==> src/rtl/alu_scheduler.sv <==
// Shares one 32-bit ALU between two requesters; 64-bit ADD/SUB run as LO/HI(/FIX) passes.
// Latency 2/3/4 cycles from accept (narrow/wide/wide+fix); one op in flight, rsp held until rsp_ready.
module alu_scheduler #(
  parameter bit FIXED_PRIO = 1'b0
) (
  input  logic        clk,
  input  logic        reset_n,
  input  logic [1:0]  req_valid,
  output logic [1:0]  req_ready,
  input  logic [3:0]  req_op0,
  input  logic [3:0]  req_op1,
  input  logic [63:0] req_a0,
  input  logic [63:0] req_b0,
  input  logic [63:0] req_a1,
  input  logic [63:0] req_b1,
  output logic        rsp_valid,
  input  logic        rsp_ready,
  output logic        rsp_id,
  output logic [63:0] rsp_y,
  output logic        rsp_cout,
  output logic        rsp_zero,
  output logic [31:0] alu_a,
  output logic [31:0] alu_b,
  output logic [2:0]  alu_f,
  input  logic [31:0] alu_y,
  input  logic        alu_cout
);

  typedef enum logic [2:0] {IDLE, LO, HI, FIX, DONE} state_t;

  state_t      state;
  logic [2:0]  f;
  logic        wide;
  logic [63:0] a, b;
  logic        id;
  logic [31:0] y_lo, t;
  logic        c_lo, c_hi;
  logic        last;

  logic        grant;
  logic [3:0]  g_op;
  logic [63:0] g_a, g_b;
  logic        fix_needed;
  logic        go_done;
  logic [63:0] fin_y;
  logic        fin_cout;

  // With both valid, round-robin favours whoever was not granted last.
  always_comb begin
    if (FIXED_PRIO)
      grant = ~req_valid[0];
    else if (&req_valid)
      grant = ~last;
    else
      grant = req_valid[1];
  end

  always_comb begin
    req_ready = 2'b00;
    if (state == IDLE && reset_n && req_valid[grant])
      req_ready = grant ? 2'b10 : 2'b01;
  end

  assign g_op = grant ? req_op1 : req_op0;
  assign g_a  = grant ? req_a1  : req_a0;
  assign g_b  = grant ? req_b1  : req_b0;

  always_comb begin
    alu_a = 32'd0;
    alu_b = 32'd0;
    alu_f = 3'b000;
    case (state)
      LO: begin
        alu_a = a[31:0];
        alu_b = b[31:0];
        alu_f = f;
      end
      HI: begin
        alu_a = a[63:32];
        alu_b = b[63:32];
        alu_f = f;
      end
      FIX: begin
        alu_a = t;
        alu_b = 32'd1;
        alu_f = f;
      end
      default: ;
    endcase
  end

  // A low-half carry (ADD) or borrow (SUB) is folded into the high half by a +/-1 pass.
  assign fix_needed = (f == 3'b010 && c_lo) || (f == 3'b110 && !c_lo);

  always_comb begin
    fin_y    = {alu_y, y_lo};
    fin_cout = alu_cout;
    go_done  = 1'b0;
    case (state)
      LO: begin
        fin_y   = {32'd0, alu_y};
        go_done = !wide;
      end
      HI:  go_done = !fix_needed;
      FIX: begin
        fin_cout = f[2] ? (c_hi & alu_cout) : (c_hi | alu_cout);
        go_done  = 1'b1;
      end
      default: ;
    endcase
  end

  always_ff @(posedge clk or negedge reset_n) begin
    if (!reset_n) begin
      state     <= IDLE;
      f         <= 3'b000;
      wide      <= 1'b0;
      a         <= 64'd0;
      b         <= 64'd0;
      id        <= 1'b0;
      y_lo      <= 32'd0;
      t         <= 32'd0;
      c_lo      <= 1'b0;
      c_hi      <= 1'b0;
      last      <= 1'b1;
      rsp_valid <= 1'b0;
      rsp_id    <= 1'b0;
      rsp_y     <= 64'd0;
      rsp_cout  <= 1'b0;
      rsp_zero  <= 1'b0;
    end else begin
      case (state)
        IDLE: begin
          if (|(req_valid & req_ready)) begin
            f     <= g_op[2:0];
            wide  <= g_op[3] && (g_op[2:0] == 3'b010 || g_op[2:0] == 3'b110);
            a     <= g_a;
            b     <= g_b;
            id    <= grant;
            last  <= grant;
            state <= LO;
          end
        end
        LO: begin
          y_lo <= alu_y;
          c_lo <= alu_cout;
          if (!go_done)
            state <= HI;
        end
        HI: begin
          t    <= alu_y;
          c_hi <= alu_cout;
          if (!go_done)
            state <= FIX;
        end
        FIX: ;
        DONE: begin
          if (rsp_ready) begin
            rsp_valid <= 1'b0;
            state     <= IDLE;
          end
        end
        default: state <= IDLE;
      endcase

      if (go_done) begin
        rsp_y     <= fin_y;
        rsp_cout  <= fin_cout;
        rsp_zero  <= (fin_y == 64'd0);
        rsp_id    <= id;
        rsp_valid <= 1'b1;
        state     <= DONE;
      end
    end
  end

endmodule

==> config.mk <==
export PLATFORM = sky130hd
export DESIGN_NAME = alu_scheduler
export DESIGN_NICKNAME = d
export VERILOG_FILES = /design/src/rtl/alu_scheduler.sv
export SDC_FILE = /design/constraint.sdc
export NUM_CORES = 1
export LEC_CHECK = 0
export CORE_AREA = 2 2 173 175
export CTS_CLUSTER_SIZE = 25
export DETAILED_ROUTE_END_ITERATION = 10
export DIE_AREA = 0 0 175 177
export DONT_BUFFER_PORTS = 1
export PLACE_DENSITY_LB_ADDON = 0.08
export SETUP_SLACK_MARGIN = 0.15
export SLEW_MARGIN = 25
export SYNTH_ARGS = -nofsm -noshare
export SYNTH_HDL_FRONTEND = slang
export SYNTH_SLANG_ARGS = --single-unit
==> constraint.sdc <==
create_clock -name clk -period 2.4 [get_ports clk]
set_input_delay 0.12 -clock clk [delete_from_list [all_inputs] [get_ports clk]]
set_output_delay 0.12 -clock clk [all_outputs]
set_load 0.1 [all_outputs]
==> results.md <==
* Core ar. at 0.0292 mm2
* IO Pins at 439
* Grt ovf at 0
* Sequential area share after synthesis at 52.9%
* Share of cells above drive strength 1 at 29.3%
* RR Endpoint: rsp_zero
* Global Route met2 Usage at 50.5%
* CTS Root Cell: clkbuf_16
* Post-synthesis register bit count at 271
* Hold Path Class: input port to asynchronous set/reset pin
* Overall Power at 30.6 mW
* Pleak at 8.74 nW
* Status: finished with violations
* Critical Path RT at 2280 ps
* Drt pass-1 iters at 5
* Final wirelength at 46.6 mm
* Tmin final at 2260 ps
* Final hold viol count at 271
* Num CTS Buffers at 31
* Async set-reset flop share out of synthesis at 100%
* Post-route cell area at 0.0199 mm2
* Largest net degree at the start of global routing at 273
* P&R area growth vs syn at 54.8%
* Mapped cell area at 0.0128 mm2
* First-pass GRT wire length at 65.1 mm
* HPWL Detailed at 25.7 mm
* Syn_area_per_cell at 11.5 um2
* Multi-input gate area at 0.00609 mm2
* Placed cell area at 0.0147 mm2
* Global route hottest layer: met2
* Synth Flop Type: dfrtp_1
* Post-synth EDFFs at 0
* Row count at 63
* Relative slew slack at 35.6%
* Setup_tns at 0 ps
* Filler cells at 2039
* Gr usage total at 27.3%
* RSZ-0062 raised after global routing: yes
* Final nets at 1798
* Die X at 175 um
* Wire per inst at 24.4 um
* Clock Sinks at 271
* Routability Congestion at 0.768
* DR iter-0 viols at 676
* Mapped Nets at 1413
* Synth unique cells at 42
* Critical path launch point type: flip-flop
* Share of the synthesized area in the top cell type at 52.7%
* PortBufs at 0
* DR DRC count at 0
* Final core utilization at 67.9%
* Max_cap viols at 0
* Max clock buf depth at 3
* Synth area leaders: dfrtp_1 53%, mux2_2 14%, mux2i_1 10%
* GR Util met1 at 32.3%
* Max-slew violation count at 0
* Worst-Skew Late Latency at 550 ps
* Worst Reg-to-Reg Cells at 7
* Post-DR vias/cell at 5.55
* Initial antenna violation count at 1
* Remaining antenna violation count at 0
* Failing checks: negative hold slack
* Tcrit/Tclk final at 94.0%
* Die area at 0.0310 mm2
* CTS tree: done
* GR Util met3 at 4.94%
* Maximum vdd drop at 0.795 mV
* Reg2Reg Setup Slack at 170 ps
* Vias in the first global route at 10975
* R2R Path Start: state[1]
* Routed vias at 10597
* Final number of setup-violating endpoints at 0
* Cts hold-fix bufs at 298
* Mapped Cells at 1111
* Htree depth at 1
* Post-synth top area cell: dfrtp_1
* Critical Path Sink Type: primary output
* Hold Slack at -735 ps
* Synthesis Warnings at 0
* Sequential cell area at 0.00679 mm2
* Clk slew on worst S/H paths at 60 ps
* Max Clock Freq at 0.443 GHz
* Slew at the pin closest to its max-slew limit at 966 ps
* Layout Skew at 10.2 ps
* Initial Utilization at 43.9%
* Die height at 177 um
* Cell area power density at 1540 mW/mm2
* Crit-path max FO at 4
* CP arrival at 2140 ps
* CP Class: flip-flop to primary output
==> synthesized netlist by cell type (2+ instances only) <==
library cell,number
or4_1,2
nor2_1,34
nor2b_1,34
a22o_1,31
a21oi_1,2
buf_1,4
nor4_1,13
a22oi_1,32
a21o_1,2
buf_2,40
nand2_1,139
and3_1,2
nand4b_1,2
o21ai_1,50
o21ai_0,84
nor3_1,5
xor2_1,2
nand3_1,2
mux2i_1,132
mux2_2,163
dfrtp_1,270
buf_6,10
nor3b_1,5
clkbuf_1,33
==> state kept, by name, indices dropped and copies added, names as in the netlist, 3 cells and up <==
register	flops
f	3
state	3
b	64
t	32
a	64
y_lo	32
rsp_y	64
==> layout make-up <==
| cell class | instances | share of cell area, % |
|---|---|---|
| Antenna cell | 1 | 0.0126 |
| Clock buffer | 46 | 4.49 |
| Clock inverter | 9 | 0.605 |
| Multi-Input combinational cell | 752 | 30.7 |
| Timing Repair Buffer | 439 | 27.6 |
| Tap cell | 390 | 2.46 |
| Inverter | 1 | 0.0189 |
| Sequential cell | 271 | 34.2 |
==> report_power, final <==
group	switching (mW)	total, mW	internal, mW
sequential	5.70	12.5	6.75
combinational	7.36	13.4	6.08
clock	1.88	4.74	2.86
total	14.9	30.6	15.7
==> worst max-delay path, stage by stage (launching register included) <==
cell	delay, ps
dfrtp_2	460
buf_12	150
or4_4	550
buf_12	150
nor2_4	90
buf_12	180
==> how the worst max path moves through the flow <==
stage | start | endpoint | slack (ps)
finish | state[1] | req_ready[0] | 140
global route | state[0] | req_ready[0] | 100
CTS | state[0] | req_ready[0] | 130
detailed placement | state[0] | rsp_zero | 350
global placement | state[0] | rsp_zero | 380
floorplan | state[2] | alu_f[0] | -640
==> layer usage <==
layer | vias up | part of all wire [%]
met5 | - | 0
met1 | 5333 | 39
li1 | 4737 | -
met4 | 0 | 3.1
met3 | 90 | 5.5
met2 | 437 | 53
==> cell families (layout without fill, tap and decap cells) <==
| family | Yosys count | count (layout) | synth area share (%) |
|---|---|---|---|
| flops | 271 | 271 | 52.9 |
| simple gates | 244 | 244 | 8.72 |
| mux | 296 | 296 | 24.7 |
| compound gates | 210 | 210 | 10.0 |
| buf+inv | 88 | 495 | 3.55 |
| other cells | 0 | 1 | 0 |
| xor+xnor | 2 | 2 | 0.137 |
==> cells in the final DEF, fill, tap and decap left out, types with 33 or more instances in the layout <==
cell type	n
nor2b_1	33
nand2_1	138
dlygate4sd3_1	298
dfrtp_1	267
buf_12	78
mux2i_1	132
o21ai_1	51
clkbuf_16	42
mux2_2	158
o21ai_0	83
==> repair_timing <==
item                                    in CTS  in global routing
endpoints found under the hold margin      537                271
gates cloned                                 8                 10
pin swaps                                    2                  9
endpoints found under the setup margin      61                177
setup buffers                               21                  9
resized for setup                           29                 57
==> through the flow <==
step / setup slack (ps) / std cells / hold WS, ps
after floorplan: -643 / 1111 / -176
after global placement: 381 / 1507 / -167
after detailed placement: 351 / 1507 / -169
after CTS: 132 / 1889 / -759
after global routing: 96.8 / 1909 / -766
final: 144 / 1909 / -735
(Power assumes the default switching activity.)
